### config.mk
export PLATFORM = sky130hd
export DESIGN_NAME = frame_transmitter_flat
export DESIGN_NICKNAME = d
export VERILOG_FILES = /design/src/rtl/frame_transmitter_pkg.sv /design/src/rtl/frame_transmitter_if.sv /design/src/rtl/frame_transmitter_baud_tick_counter.sv /design/src/rtl/frame_transmitter.sv /design/src/flat_wrapper.sv
export SDC_FILE = /design/constraint.sdc
export NUM_CORES = 1
export LEC_CHECK = 0
export ABC_AREA = 1
export CORE_ASPECT_RATIO = 1.2
export CORE_MARGIN = 5
export CORE_UTILIZATION = 49
export DETAILED_ROUTE_END_ITERATION = 10
export PLACE_DENSITY = 0.75
export RECOVER_POWER = 100
export SETUP_SLACK_MARGIN = 0.2
export SYNTH_ARGS = -nofsm -noshare
export SYNTH_HDL_FRONTEND = slang
export SYNTH_SLANG_ARGS = --single-unit
### constraint.sdc
create_clock -name clock -period 1.45 [get_ports clock]
set_input_delay 0.2175 -clock clock [delete_from_list [all_inputs] [get_ports clock]]
set_output_delay 0.2175 -clock clock [all_outputs]
set_load 0.02 [all_outputs]
### src/rtl/frame_transmitter_pkg.sv
//------------------------------------------------------------------------------
// frame_transmitter_pkg
// Definitions shared by the frame transmitter slice:
//   - tx_state_t : transmit FSM state encoding (3 bits)
//   - UART 8N1 line constants (data bits, idle level, start level)
//   - default timing and frame-size parameters
//------------------------------------------------------------------------------
`timescale 1ns/1ps

package frame_transmitter_pkg;

  typedef enum logic [2:0] {
    ST_IDLE  = 3'd0,
    ST_FETCH = 3'd1,
    ST_LOAD  = 3'd2,
    ST_START = 3'd3,
    ST_DATA  = 3'd4,
    ST_STOP  = 3'd5,
    ST_DONE  = 3'd6
  } tx_state_t;

  localparam int   DATA_BITS   = 8;
  localparam logic IDLE_LEVEL  = 1'b1;
  localparam logic START_LEVEL = 1'b0;

  // 50 MHz system clock, 115200 baud.
  localparam int DEFAULT_CLKS_PER_BIT = 434;
  localparam int DEFAULT_NUM_BYTES    = 16384;
  localparam int DEFAULT_ADDR_W       = 14;

endpackage : frame_transmitter_pkg

### src/rtl/frame_transmitter_if.sv
//------------------------------------------------------------------------------
// frame_transmitter_if
// Bundles the transmitter's controller handshake, output-RAM read port and
// UART line.
//   tx_start     : controller -> transmitter, transmit stage active (level)
//   mem_addr     : transmitter -> RAM, registered read address
//   mem_data     : RAM -> transmitter, synchronous read data (1-cycle latency)
//   tx_serial    : transmitter -> line, UART 8N1, idle high
//   tx_busy      : transmitter -> controller, frame in progress
//   end_transmit : transmitter -> controller, sticky frame-complete flag
// Modports:
//   master : the transmitter itself
//   slave  : the controller / RAM / line side
//------------------------------------------------------------------------------
`timescale 1ns/1ps

interface frame_transmitter_if
  import frame_transmitter_pkg::*;
#(
  parameter int ADDR_W = DEFAULT_ADDR_W
) ();

  logic                 tx_start;
  logic [ADDR_W-1:0]    mem_addr;
  logic [DATA_BITS-1:0] mem_data;
  logic                 tx_serial;
  logic                 tx_busy;
  logic                 end_transmit;

  modport master (
    input  tx_start,
    input  mem_data,
    output mem_addr,
    output tx_serial,
    output tx_busy,
    output end_transmit
  );

  modport slave (
    output tx_start,
    output mem_data,
    input  mem_addr,
    input  tx_serial,
    input  tx_busy,
    input  end_transmit
  );

endinterface : frame_transmitter_if

### src/rtl/frame_transmitter_baud_tick_counter.sv
//------------------------------------------------------------------------------
// baud_tick_counter
// Free-running 0..CLKS_PER_BIT-1 counter that marks the final clock of each
// UART bit period.
//   clock   : system clock
//   reset_n : synchronous active-low reset (count -> 0)
//   clear   : synchronous restart of the bit period (count -> 0)
//   tick    : high for the one cycle in which count == CLKS_PER_BIT-1
//------------------------------------------------------------------------------
`timescale 1ns/1ps

module baud_tick_counter
  import frame_transmitter_pkg::*;
#(
  parameter int CLKS_PER_BIT = DEFAULT_CLKS_PER_BIT
) (
  input  logic clock,
  input  logic reset_n,
  input  logic clear,
  output logic tick
);

  localparam int              CNT_W     = $clog2(CLKS_PER_BIT);
  localparam logic [CNT_W-1:0] LAST_CNT = CNT_W'(CLKS_PER_BIT - 1);

  logic [CNT_W-1:0] count_reg;
  logic [CNT_W-1:0] count_next;

  assign tick = (count_reg == LAST_CNT);

  always_comb begin
    count_next = count_reg + CNT_W'(1);
    // clear takes priority so a new state always starts a fresh full bit period
    if (clear || tick) begin
      count_next = '0;
    end
  end

  always_ff @(posedge clock) begin
    if (!reset_n) begin
      count_reg <= '0;
    end else begin
      count_reg <= count_next;
    end
  end

endmodule : baud_tick_counter

### src/rtl/frame_transmitter.sv
//------------------------------------------------------------------------------
// frame_transmitter
// Transmit engine for the downsampling processor. When the controller holds
// tx_start in IDLE, the engine walks the output RAM from the current address up
// to NUM_BYTES-1, sending each byte as UART 8N1 (start, 8 data LSB first,
// stop). After the last stop bit it parks in DONE with end_transmit high until
// reset.
// Ports:
//   clock   : system clock, all state changes on its rising edge
//   reset_n : synchronous active-low reset; aborts a frame immediately
//   bus     : frame_transmitter_if.master (tx_start, mem_addr, mem_data,
//             tx_serial, tx_busy, end_transmit)
// Byte timing: FETCH(1) + LOAD(1) + 10 bit periods = 10*CLKS_PER_BIT+2 cycles.
//------------------------------------------------------------------------------
`timescale 1ns/1ps

module frame_transmitter
  import frame_transmitter_pkg::*;
#(
  parameter int CLKS_PER_BIT = DEFAULT_CLKS_PER_BIT,
  parameter int NUM_BYTES    = DEFAULT_NUM_BYTES,
  parameter int ADDR_W       = DEFAULT_ADDR_W
) (
  input  logic                 clock,
  input  logic                 reset_n,
  frame_transmitter_if.master  bus
);

  localparam logic [ADDR_W-1:0] LAST_ADDR = ADDR_W'(NUM_BYTES - 1);
  localparam logic [2:0]        LAST_BIT  = 3'(DATA_BITS - 1);

  tx_state_t             state_reg,   state_next;
  logic [ADDR_W-1:0]     addr_reg,    addr_next;
  logic [DATA_BITS-1:0]  shift_reg,   shift_next;
  logic [2:0]            bit_idx_reg, bit_idx_next;
  logic                  serial_reg,  serial_next;

  logic baud_tick;
  logic baud_clear;

  // Every state change restarts the bit period, so each START/DATA/STOP
  // interval is exactly CLKS_PER_BIT cycles measured from its entry edge.
  assign baud_clear = (state_next != state_reg);

  baud_tick_counter #(
    .CLKS_PER_BIT (CLKS_PER_BIT)
  ) u_baud (
    .clock   (clock),
    .reset_n (reset_n),
    .clear   (baud_clear),
    .tick    (baud_tick)
  );

  //----------------------------------------------------------------------------
  // State register
  //----------------------------------------------------------------------------
  always_ff @(posedge clock) begin
    if (!reset_n) begin
      state_reg   <= ST_IDLE;
      addr_reg    <= '0;
      shift_reg   <= '0;
      bit_idx_reg <= '0;
      serial_reg  <= IDLE_LEVEL;
    end else begin
      state_reg   <= state_next;
      addr_reg    <= addr_next;
      shift_reg   <= shift_next;
      bit_idx_reg <= bit_idx_next;
      serial_reg  <= serial_next;
    end
  end

  //----------------------------------------------------------------------------
  // Next-state and datapath logic
  //----------------------------------------------------------------------------
  always_comb begin
    state_next   = state_reg;
    addr_next    = addr_reg;
    shift_next   = shift_reg;
    bit_idx_next = bit_idx_reg;
    serial_next  = serial_reg;

    unique case (state_reg)
      ST_IDLE: begin
        serial_next = IDLE_LEVEL;
        if (bus.tx_start) begin
          state_next = ST_FETCH;
        end
      end

      // RAM registers mem_addr at the end of this cycle.
      ST_FETCH: begin
        state_next = ST_LOAD;
      end

      // mem_data is valid now; start bit goes out on the same edge.
      ST_LOAD: begin
        shift_next  = bus.mem_data;
        serial_next = START_LEVEL;
        state_next  = ST_START;
      end

      // The shift register is pre-shifted as each bit is launched, so
      // shift_reg[0] always holds the next bit to drive.
      ST_START: begin
        if (baud_tick) begin
          serial_next  = shift_reg[0];
          shift_next   = {1'b0, shift_reg[DATA_BITS-1:1]};
          bit_idx_next = '0;
          state_next   = ST_DATA;
        end
      end

      ST_DATA: begin
        if (baud_tick) begin
          if (bit_idx_reg == LAST_BIT) begin
            serial_next = IDLE_LEVEL;
            state_next  = ST_STOP;
          end else begin
            serial_next  = shift_reg[0];
            shift_next   = {1'b0, shift_reg[DATA_BITS-1:1]};
            bit_idx_next = bit_idx_reg + 3'd1;
          end
        end
      end

      // Address only advances between bytes, never past the last byte.
      ST_STOP: begin
        if (baud_tick) begin
          if (addr_reg == LAST_ADDR) begin
            state_next = ST_DONE;
          end else begin
            addr_next  = addr_reg + ADDR_W'(1);
            state_next = ST_FETCH;
          end
        end
      end

      ST_DONE: begin
        serial_next = IDLE_LEVEL;
      end

      default: begin
        serial_next = IDLE_LEVEL;
        state_next  = ST_IDLE;
      end
    endcase
  end

  //----------------------------------------------------------------------------
  // Outputs
  //----------------------------------------------------------------------------
  assign bus.mem_addr     = addr_reg;
  assign bus.tx_serial    = serial_reg;
  assign bus.tx_busy      = (state_reg != ST_IDLE) && (state_reg != ST_DONE);
  assign bus.end_transmit = (state_reg == ST_DONE);

endmodule : frame_transmitter
### src/flat_wrapper.sv
// flat-port wrapper written by rule: the top's interface ports become plain ports
module frame_transmitter_flat import frame_transmitter_pkg::*;
#(
  parameter int CLKS_PER_BIT = DEFAULT_CLKS_PER_BIT,
  parameter int NUM_BYTES    = DEFAULT_NUM_BYTES,
  parameter int ADDR_W       = DEFAULT_ADDR_W
)
  (clock, reset_n, bus_tx_start, bus_mem_data, bus_mem_addr, bus_tx_serial, bus_tx_busy, bus_end_transmit);
  frame_transmitter_if #(.ADDR_W(ADDR_W)) bus_i ();
  input  logic clock;
  input  logic reset_n;
  input wire logic [$bits(bus_i.tx_start)-1:0] bus_tx_start;
  input wire logic [$bits(bus_i.mem_data)-1:0] bus_mem_data;
  output wire logic [$bits(bus_i.mem_addr)-1:0] bus_mem_addr;
  output wire logic [$bits(bus_i.tx_serial)-1:0] bus_tx_serial;
  output wire logic [$bits(bus_i.tx_busy)-1:0] bus_tx_busy;
  output wire logic [$bits(bus_i.end_transmit)-1:0] bus_end_transmit;
  assign bus_i.tx_start = bus_tx_start;
  assign bus_i.mem_data = bus_mem_data;
  assign bus_mem_addr = bus_i.mem_addr;
  assign bus_tx_serial = bus_i.tx_serial;
  assign bus_tx_busy = bus_i.tx_busy;
  assign bus_end_transmit = bus_i.end_transmit;
  frame_transmitter #(.CLKS_PER_BIT(CLKS_PER_BIT), .NUM_BYTES(NUM_BYTES), .ADDR_W(ADDR_W)) u_core (.clock(clock), .reset_n(reset_n), .bus(bus_i));
endmodule
### Word level (Yosys, flattened, before mapping)

Index checks and enable logic that the tools add are counted.

| word-level totals | value |
|---|---|
| output and inout bits | 17 |
| logic and storage cells | 57 |
| input bits | 11 |
| bits in registers | 38 |

| cells by class | value |
|---|---|
| muxes and demuxes | 19 |
| $add $sub $neg | 3 |
| bitwise operators | 3 |
| equality and inequality tests | 14 |
| reductions and logical operators | 12 |

Operator list:

| kind | count |
|---|---|
| 3-bit two-way mux | 9 |
| 8-bit two-way mux | 3 |
| 8-bit one-hot mux with 3 select lines | 1 |
| 3-bit one-hot mux with 7 select lines | 1 |
| 14-bit by 1-bit adder with 14-bit output, second input constant | 1 |
| 14-bit equality test, second input constant | 1 |
| 3-bit equality test, second input constant | 4 |
| 9-bit by 1-bit adder with 9-bit output, second input constant | 1 |
| 9-bit equality test, second input constant | 1 |
| 4-bit AND reduction | 2 |
| 3-bit by 2-bit equality test with 1-bit output, second input constant | 2 |
| 2-bit inequality test, second input constant | 3 |
| 3-bit one-hot mux with 2 select lines | 1 |
| 3-bit AND reduction | 2 |
| 3-bit nonzero test | 2 |
| 1-bit one-hot mux with 4 select lines | 1 |
| 2-bit OR reduction | 2 |
| 3-bit by 1-bit adder with 3-bit output, second input constant | 1 |
| 3-bit by 1-bit equality test with 1-bit output, second input constant | 1 |
| 3-bit zero test | 1 |
| 1-bit two-way mux | 3 |
| 3-bit inequality test | 1 |
| 3-bit inequality test, second input constant | 1 |
| 1-bit NOT | 3 |
| 3 further kinds | 3 |

### Logic depth before layout (Yosys ltp)

Gate-level depths: netlist of the first run.

| logic depth | value |
|---|---|
| word-level depth | 7 |
| gate-level depth with buffers | 14 |
| depth with buffers taken out | 14 |

### By module

From an unflattened synthesis of the first run, not the netlist that was laid out.

| unflattened totals | value |
|---|---|
| cell total of the unflattened synthesis | 319 |
| area, all modules | 2154.6 um2 |

Modules (own cells, without submodules):

| module | area an instance (um2) | instances | seq. area each (um2) | cells an instance |
|---|---|---|---|---|
| frame_transmitter | 1664.1 | 1 | 580.6 | 254 |
| baud_tick_counter | 490.5 | 1 | 180.2 | 65 |

### Least setup slack after synthesis of the first run

OpenSTA, ideal clock, no wires.

| timing path | value |
|---|---|
| path type | reg-to-reg |
| from | register u_core.addr_reg[0] (netlist: u_core.bus.mem_addr[0]) |
| to | register u_core.u_baud.count_reg[0] |
| slack | -247 ps |
| cell stages (with the launch flop) | 11 |
| library setup time | 116 ps |
| clock period less this slack | 1697 ps |
| buffers on the path | 0 |
| arrival time | 1581 ps |
| data required time | 1334 ps |
| cells stage by stage | dfxtp_1 -> ha_1 -> nand3_1 -> nor2_1 -> nand2_1 -> nand3_2 -> nand2_1 -> nand2_1 -> nand2_2 -> nand2_4 -> nor2_1 |

| on the way | value |
|---|---|
| word-level cells in the longest chain between the ends | 7 |

RTL lines:

| item | RTL line | RTL |
|---|---|---|
| from (decl) | frame_transmitter.sv:33 | `logic [ADDR_W-1:0] addr_reg, addr_next;` |
| from (signal assigned) | frame_transmitter.sv:66 | `addr_reg <= addr_next;` |
| 14-bit equality test | frame_transmitter.sv:130 | `if (addr_reg == LAST_ADDR) begin` |
| 3-bit two-way mux | frame_transmitter.sv:130 |  |
| 3-bit two-way mux | frame_transmitter.sv:129 | `if (baud_tick) begin` |
| 3-bit one-hot mux with 7 select lines | frame_transmitter.sv:83 | `unique case (state_reg)` |
| 3-bit inequality test | frame_transmitter.sv:43 | `assign baud_clear = (state_next != state_reg);` |
| 1-bit logical OR | frame_transmitter_baud_tick_counter.sv:34 | `if (clear \|\| tick) begin` |
| 2-bit OR reduction (no line) | - |  |
| to (signal assigned) | frame_transmitter_baud_tick_counter.sv:43 | `count_reg <= count_next;` |
| to (decl) | frame_transmitter_baud_tick_counter.sv:26 | `logic [CNT_W-1:0] count_reg;` |

Every way passes these cells.
A chain may end at the register's enable or synchronous reset.

### Final worst setup path of the first run

| timing path | value |
|---|---|
| from | register u_core.u_baud.count_reg[1] |
| to | register u_core.u_baud.count_reg[1] |

| on the way | value |
|---|---|
| word-level cells in the longest chain between the ends | 6 |
| elaborated cells on any way between the ends | 9 |
| classes of those cells | add/sub: 1; eq/ne: 2; mux: 4; reduce/logical: 2 |

RTL lines:

| item | RTL line | RTL |
|---|---|---|
| 9-bit equality test | frame_transmitter_baud_tick_counter.sv:29 | `assign tick = (count_reg == LAST_CNT);` |
| 3-bit two-way mux, on equally long branches | frame_transmitter.sv:129, frame_transmitter.sv:106, frame_transmitter.sv:115 |  |
| 3-bit one-hot mux with 7 select lines | frame_transmitter.sv:83 |  |
| 3-bit inequality test | frame_transmitter.sv:43 |  |
| 1-bit logical OR | frame_transmitter_baud_tick_counter.sv:34 |  |
| 2-bit OR reduction (no line) | - |  |

Several ways; a longest one is shown, not always the timed one.

==> results.json, run 1 <==
{
  "layout_common_cells": "74 x nand2_1, 50 x buf_4, 32 x nor2_1",
  "netlist_area_um2": 2070,
  "critPathArrivalTime_ps": 1890,
  "required_ps": 1640,
  "die_w_um": 69.3,
  "violations": "setup timing",
  "wl_per_cell_um": 14.6,
  "r2r-start": "u_core.u_baud.count_reg[1]",
  "areaGrowthSynthToFinish_pct": 57.5,
  "cts_max_path_buffers": 2,
  "hold_viol": 0,
  "cts_root_buf": "clkbuf_8",
  "maxCapViolations": 0,
  "wirelength_mm": 6.55,
  "top_layer": "met4",
  "largest_reg_flops": 14,
  "std_cell_rows": 26,
  "routed_via_density": 5.32,
  "place_area_um2": 2780,
  "die_y_um": 81.2,
  "yosysSeqAreaShare": 0.367,
  "slew_headroom": 0.781,
  "drv_slew": 0,
  "yosysWarnings": 0,
  "fin_crit_sh": 1.17,
  "antenna_found_initial": 0,
  "fin_cells": 447,
  "powerDensity_nw_per_um2": 832,
  "ys_async_sr_fraction": 0,
  "setup_ws_ps": -253,
  "final_common_cell": "nand2_1",
  "avgSynthCellArea_um2": 6.81,
  "hold_class": "flip-flop to flip-flop",
  "insertion_delay_ps": 300,
  "hp-start": "u_core.bit_idx_reg[1]",
  "tightestPinTransition_ps": 328,
  "place.gp.congestion": 0.855,
  "rsz0062_at_grt": "yes",
  "finalSetupViolCount": 37,
  "wl_met2_mm": 3.43,
  "setup_tns_ps": -5080,
  "drtPass1Iterations": 4,
  "min_period_ps": 1700,
  "drt_first_iter_violations": 202,
  "critical_path_class": "flip-flop to flip-flop",
  "io_pins": 28,
  "vias": 2378,
  "initial_utilization": 0.497,
  "track_usage": 0.209,
  "ctsHoldBuffers": 0,
  "synth-seq-cells": 38,
  "postRouteAntennaNets": 0,
  "synth-edff-count": 0,
  "fmax_ghz": 0.587,
  "total_power_mw": 2.71,
  "core_area_um2": 4160,
  "cts_tree": "built",
  "cp-end-kind": "flip-flop",
  "syn_inst": 304,
  "grt_pass1_vias": 2264,
  "cp_max_fo": 5,
  "numCtsBuffers": 5,
  "peakVddDrop_mv": 0.803,
  "antenna_cells": 0,
  "wl_met3_um": 374,
  "dieArea_um2": 5630,
  "grt_max_degree": 14,
  "startpoint": "u_core.u_baud.count_reg[1]",
  "cts.sinks": 38,
  "io_buffer_count": 27,
  "drc": 0,
  "leakage_nw": 1.35,
  "utilization": 0.783,
  "status": "complete, but fails checks",
  "grt-ovfl-total": 0,
  "dp.final_hpwl_mm": 3.70,
  "ys_types": 36,
  "cp-start-kind": "flip-flop",
  "place_ws_ps": -109,
  "htree_levels": 2,
  "final_cell_area_um2": 3260,
  "layout-drive-gt1-share": 0.396,
  "fin_nets": 406,
  "hold_depth": 2,
  "r2r.worst_path.cells": 13,
  "syn_nets": 320,
  "dp.cells": 424,
  "clock_skew_ps": 12.4,
  "synth_ff_type": "dfxtp_1",
  "clk_pin_slew_ps": 80,
  "drt-met1-wl_mm": 2.52,
  "grt_pass1_wl_mm": 9.59,
  "whs_ps": 485
}
==> logic make-up after synthesis <==
kind of cell / count (synthesis) / share of synthesized area
and+or+nand+nor: 176 / 0.389
xor gates and xnor gates: 11 / 0.0465
buffers and inverters: 38 / 0.0707
DFF: 38 / 0.367
AOI/OAI and AO/OA: 36 / 0.0961
adders and majority gates: 5 / 0.0302
==> worst paths after layout <==
path | to | slack [ps]
worst min-delay path | u_core.bit_idx_reg[1] | 490
worst min register to register | u_core.bit_idx_reg[1] | 490
worst max register to register | u_core.u_baud.count_reg[1] | -250
worst max-delay path | u_core.u_baud.count_reg[1] | -250
==> worst max-delay path, stage by stage (launching register included) <==
cell	delay, ps
dfxtp_2	330
inv_2	80
ha_4	150
nand2_4	70
nor2_4	150
nand2_4	90
nand2_4	90
nand2_4	60
nor2_4	140
nand2_1	70
nand2_1	100
nand2_2	110
nand2_4	110
nor2_1	50
==> area by class of cell <==
type	instances	area, µm²
timing repair buffer	80	646
clock buffer	6	82.6
inverter	35	151
clock inverter	2	60.1
sequential	38	796
fill	288	903
multi-input combinational	230	1460
tap	56	70.1
==> metal layers <==
metal / GRT usage / up-vias
li1: - / 1145
met1: 0.218 / 1114
met2: 0.392 / 97
met3: 0.0446 / 22
met4: 0.115 / 0
met5: 0 / -
==> cells in the mapped netlist, types with 2 or more instances <==
master | number | area [µm²]
nor3_1 | 5 | 25.0
nor2_4 | 2 | 22.5
xnor2_1 | 3 | 26.3
inv_2 | 3 | 11.3
nor2_1 | 44 | 165
nand3_2 | 2 | 20.0
nand2_1 | 89 | 334
dfxtp_1 | 38 | 761
inv_1 | 30 | 113
clkbuf_1 | 2 | 7.51
a21oi_1 | 17 | 85.1
nor3b_2 | 2 | 25.0
ha_1 | 5 | 62.6
nand2_2 | 4 | 25.0
o21ai_0 | 12 | 60.1
nand4_1 | 5 | 31.3
nand3_1 | 15 | 75.1
xor2_1 | 8 | 70.1
==> power by group <==
part	switching, mW	leakage (nW)	internal (mW)
Sequential	0.0388	0.318	1.09
Clock	0.395	0.0714	0.734
Combinational	0.262	0.963	0.195
Total	0.696	1.35	2.02
==> repair_timing <==
action / CTS / global route
setup buffers: 8 / 5
endpoints found under the hold margin: 0 / 0
gates resized for setup: 96 / 47
setup endpoints to repair: 55 / 49
cloned: 2 / 0
pin swaps: 13 / 18
Power figures use the tool's default switching activity.
==> run 2: changes to the inputs <==
==> constraint.sdc (replaced) <==
create_clock -name clock -period 1.45 [get_ports clock]
set_input_delay 0.2175 -clock clock [delete_from_list [all_inputs] [get_ports clock]]
set_output_delay 0.2175 -clock clock [all_outputs]
set_load 0.01 [all_outputs]
==> results.json, run 2 (same netlist as run 1, synthesis figures left out) <==
{
  "drv_slew": 0,
  "cp_slowest_cell": "dfxtp_2",
  "antenna_found_initial": 0,
  "cts.sinks": 38,
  "fin_crit_sh": 1.08,
  "tightestPinTransition_ps": 333,
  "critical_path.max_stage_delay_ps": 330,
  "maxCapViolations": 0,
  "grt_max_degree": 15,
  "internal_power_mw": 1.63,
  "hp-start": "u_core.shift_reg[7]",
  "numCtsBuffers": 5,
  "dieArea_um2": 5630,
  "drtPass1Iterations": 4,
  "initial_utilization": 0.497,
  "setup_tns_ps": -1470,
  "cts_max_path_buffers": 2,
  "setup_ws_ps": -111,
  "pwr-share-comb": 0.169,
  "antenna_cells": 0,
  "violations": "setup timing",
  "utilization": 0.779,
  "fmax_ghz": 0.641,
  "vias": 2248,
  "io_pins": 28,
  "worstReg2RegEnd": "u_core.u_baud.count_reg[6]",
  "dp.final_hpwl_mm": 3.88,
  "cp_cell_sequence": "inv_2 > ha_4 > nand2_4 > inv_2 > nand2_4 > nor2_8 > nand2_2 > nand2_2 > nor2_4 > nand2_1 > nand2_1 > nand2_2 > nand2_4 > nor2_2",
  "cp_max_fo": 6,
  "place.gp.congestion": 0.870,
  "clk_pin_slew_ps": 70,
  "std_cell_rows": 26,
  "powerDensity_nw_per_um2": 690,
  "critical_path_class": "flip-flop to flip-flop",
  "final_cell_area_um2": 3240,
  "layout-drive-gt1-share": 0.434,
  "grt_pass1_wl_mm": 9.66,
  "clock_skew_ps": 9.68,
  "areaGrowthSynthToFinish_pct": 56.7,
  "die_y_um": 81.2,
  "hold_depth": 2,
  "cp-end-kind": "flip-flop",
  "core_area_um2": 4160,
  "critPathArrivalTime_ps": 1790,
  "fin_nets": 403,
  "seqPwrFrac": 0.502,
  "die_w_um": 69.3,
  "dp.cells": 421,
  "insertion_delay_ps": 290,
  "routed_via_density": 5.07,
  "postRouteAntennaNets": 0,
  "htree_levels": 2,
  "nFillCells": 322,
  "grt_pass1_vias": 2294,
  "rsz0062_at_grt": "yes",
  "wl_per_cell_um": 12.9,
  "r2r-start": "u_core.u_baud.count_reg[1]",
  "worst-r2r-setup-slack_ps": -110,
  "required_ps": 1680,
  "cts_tree": "built",
  "peakVddDrop_mv": 0.661,
  "largest_reg_flops": 14,
  "grt-ovfl-total": 0,
  "cp-start-kind": "flip-flop",
  "final_common_cell": "nand2_1",
  "cts_root_buf": "clkbuf_8",
  "slew_headroom": 0.778,
  "layout_common_cells": "61 x nand2_1, 39 x buf_4, 28 x nor2_1",
  "io_buffer_count": 27,
  "drt_first_iter_violations": 103,
  "status": "complete, but fails checks",
  "leakage_nw": 1.41,
  "r2r.worst_path.cells": 14,
  "min_to": "u_core.shift_reg[7]",
  "switching_power_mw": 0.603,
  "p_clk_frac": 0.329,
  "place_area_um2": 2780,
  "track_usage": 0.213,
  "hold_class": "flip-flop to flip-flop",
  "wirelength_mm": 5.73,
  "hold_viol": 0,
  "fin_cells": 443,
  "min_period_ps": 1560,
  "place_ws_ps": -56.4,
  "drc": 0,
  "finalSetupViolCount": 23,
  "switching_share": 0.270
}
## run 2: changes by cell type in the layout (fill, tap and decap cells not counted), sizes merged
| cell | before | now |
|---|---|---|
| clkdlybuf4s25 | 7 | 8 |
| dlygate4sd2 | 1 | 3 |
| buf | 55 | 50 |
| bufinv | 2 | 0 |
## run 2: metal layers
| layer | GRT usage | vias to the layer above | wire length (µm) |
|---|---|---|---|
| met5 | 0 | - | 0 |
| met4 | 0.107 | 0 | 210 |
| met3 | 0.0458 | 18 | 253 |
| met2 | 0.407 | 48 | 3010 |
| met1 | 0.220 | 1048 | 2260 |
| li1 | - | 1134 | - |
## run 2: metrics by stage
stage,total power [mW],hold slack (ps)
floorplan,1.33,341
global placement,1.45,453
detailed placement,1.46,466
CTS,2.22,483
global route,2.35,496
finish,2.24,484
## run 2: what timing repair did
action	4_1_cts	5_1_grt
pin swaps	21	28
hold buffers	0	0
gates resized for setup	85	56
setup buffers	12	1
gates cloned	2	0
setup endpoints to repair	55	47
hold endpoints to repair	0	0
## run 2: layout make-up
cell class | count | area (µm²) | share of cell area
sequential | 38 | 787 | 0.243
multi-input combinational | 230 | 1510 | 0.465
tap | 56 | 70.1 | 0.0216
inverter | 35 | 151 | 0.0467
timing repair buffer | 77 | 641 | 0.197
clock buffer | 7 | 86.3 | 0.0266
## run 2: power groups by stage
stage | Clock [mW] | Sequential [mW] | Combinational (mW)
after floorplan | 0 | 1.14 | 0.194
final | 0.735 | 1.12 | 0.379
after global routing | 0.801 | 1.13 | 0.422
after detailed placement | 0 | 1.14 | 0.311
after CTS | 0.751 | 1.12 | 0.344
after global placement | 0 | 1.14 | 0.307
## run 2: worst max-delay path: cells and delay by family, from the launching register on
family / cells / cell delay, ps
fa+ha+maj: 1 / 130
flops: 1 / 330
simple gates: 11 / 940
buf+inv: 2 / 130
## run 2: worst max path at each step
stage / from / to / slack, ps / depth (start not counted)
after detailed placement: u_core.u_baud.count_reg[1] / u_core.bus.mem_addr[7] / -60 / 11
after floorplan: u_core.u_baud.count_reg[0] / u_core.u_baud.count_reg[2] / 60 / 13
after global placement: bus_tx_start / u_core.u_baud.count_reg[2] / -40 / 9
after CTS: u_core.u_baud.count_reg[1] / u_core.u_baud.count_reg[6] / -50 / 13
final: u_core.u_baud.count_reg[1] / u_core.u_baud.count_reg[6] / -110 / 14
after global routing: u_core.u_baud.count_reg[1] / u_core.u_baud.count_reg[0] / -240 / 14
==> run 3: changes to the inputs <==
--- a/config.mk
+++ b/config.mk
@@ -7,7 +7,7 @@
 export LEC_CHECK = 0
 export ABC_AREA = 1
 export CORE_ASPECT_RATIO = 1.2
-export CORE_MARGIN = 5
+export CORE_MARGIN = 10
 export CORE_UTILIZATION = 49
 export DETAILED_ROUTE_END_ITERATION = 10
 export PLACE_DENSITY = 0.75
==> constraint.sdc (replaced) <==
create_clock -name clock -period 1.3 [get_ports clock]
set_input_delay 0.195 -clock clock [delete_from_list [all_inputs] [get_ports clock]]
set_output_delay 0.195 -clock clock [all_outputs]
set_load 0.01 [all_outputs]
==> results.json, run 3 (same netlist as run 1, synthesis figures left out) <==
{
  "antenna_found_initial": 0,
  "nFillCells": 165,
  "ctsHoldBuffers": 0,
  "fin_crit_sh": 1.35,
  "required_ps": 1520,
  "dieArea_um2": 7240,
  "antenna_cells": 0,
  "critical_path_class": "flip-flop to flip-flop",
  "grt_pass1_vias": 2721,
  "critPathArrivalTime_ps": 1980,
  "initial_utilization": 0.517,
  "dp.final_hpwl_mm": 4.42,
  "place_area_um2": 3010,
  "drt_first_iter_violations": 368,
  "drtPass1Iterations": 8,
  "fmax_ghz": 0.569,
  "io_buffer_count": 27,
  "wl_per_cell_um": 22.6,
  "grt_pass1_wl_mm": 12.5,
  "fin_nets": 438,
  "routed_via_density": 6.23,
  "insertion_delay_ps": 310,
  "numCtsBuffers": 5,
  "die_y_um": 91.2,
  "rsz0062_at_grt": "yes",
  "grt-ovfl-total": 0,
  "min_period_ps": 1760,
  "setup_ws_ps": -459,
  "htree_levels": 2,
  "finalSetupViolCount": 40,
  "io_pins": 28,
  "status": "complete, but fails checks",
  "maxCapViolations": 0,
  "peakVddDrop_mv": 0.821,
  "track_usage": 0.212,
  "whs_ps": 490,
  "cp-start-kind": "flip-flop",
  "drc": 0,
  "cts_tree": "built",
  "cts_max_path_buffers": 2,
  "hold_viol": 0,
  "slew_headroom": 0.648,
  "largest_reg_flops": 14,
  "std_cell_rows": 25,
  "powerDensity_nw_per_um2": 830,
  "clock_skew_ps": 8.13,
  "vias": 2973,
  "place.gp.congestion": 0.937,
  "final_cell_area_um2": 3690,
  "drv_slew": 0,
  "violations": "setup timing",
  "layout_common_cells": "68 x nand2_1, 63 x buf_4, 36 x buf_6",
  "core_area_um2": 4000,
  "areaGrowthSynthToFinish_pct": 78.1,
  "cts.sinks": 38,
  "final_common_cell": "nand2_1",
  "place_ws_ps": -237,
  "layout-drive-gt1-share": 0.539,
  "hold_class": "flip-flop to flip-flop",
  "wirelength_mm": 10.8,
  "grt_max_degree": 14,
  "leakage_nw": 1.59,
  "cp-end-kind": "flip-flop",
  "cts_root_buf": "clkbuf_8",
  "tightestPinTransition_ps": 525,
  "cp_max_fo": 4,
  "clk_pin_slew_ps": 80,
  "die_w_um": 79.3,
  "postRouteAntennaNets": 0
}
## run 3: cell types whose count changed in the layout (fill, tap and decap cells not counted), moves of 6 or more
cell             change
buf_4               +24
nand2_2              -7
clkbuf_1             -6
nand2_1              +7
dfxtp_1              -8
clkdlybuf4s25_1      -8
buf_6               +26
## run 3: worst max-delay path: stages, from the launching register on
cell and delay (ps):
dfxtp_4 380, ha_4 140, nand3_2 100, nor2_2 170, nand2_2 150, buf_6 160
nand3_4 130, buf_4 140, nand2_1 70, a21oi_1 210
## run 3: cell type report
cell class                      count  area (µm²)  area share
Tap cell                           54        67.6      0.0183
Inverter                           35         149      0.0404
Clock inverter                      3        63.8      0.0173
Sequential cell                    38         805       0.218
Clock buffer                        5        68.8      0.0187
Multi-Input combinational cell    230        1530       0.416
Timing Repair Buffer              112        1000       0.271
## run 3: layer usage
metal	global-route usage	share of wire	up-vias
met5	0	0	-
met4	0.150	0.10	0
met3	0.0592	0.11	133
met2	0.384	0.46	316
met1	0.198	0.33	1312
li1	-	-	1212
## run 3: worst paths after layout
kind                            depth (start not counted)                      end  slack [ps]                   start
worst min-delay path                                    2      u_core.shift_reg[4]         490     u_core.shift_reg[4]
worst max register to register                          9  u_core.bus.mem_addr[12]        -460  u_core.bus.mem_addr[1]
worst max-delay path                                    9  u_core.bus.mem_addr[12]        -460  u_core.bus.mem_addr[1]
worst min register to register                          2      u_core.shift_reg[4]         490     u_core.shift_reg[4]
## run 3: timing repair
item / CTS / global route
resized for setup: 146 / 53
buffers inserted: 14 / 7
endpoints found under the setup margin: 55 / 53
cloned: 2 / 0
hold endpoints to repair: 0 / 0
pin swaps: 27 / 13
## run 3: stage by stage
step / power (mW) / util / std cells / setup TNS (ps)
floorplan: 1.50 / - / 304 / -993
global placement: 1.65 / 0.751 / 446 / -4040
detailed placement: 1.66 / 0.751 / 446 / -5960
CTS: 2.96 / 0.861 / 470 / -5610
global route: 3.12 / 0.921 / 477 / -15040
finish: 3.06 / 0.921 / 477 / -13200
## run 3: power by group
part / switching (mW) / internal, mW / leakage, nW / total [mW]
combinational: 0.330 / 0.246 / 1.20 / 0.576
clock: 0.461 / 0.760 / 0.0658 / 1.22
sequential: 0.0558 / 1.21 / 0.320 / 1.27
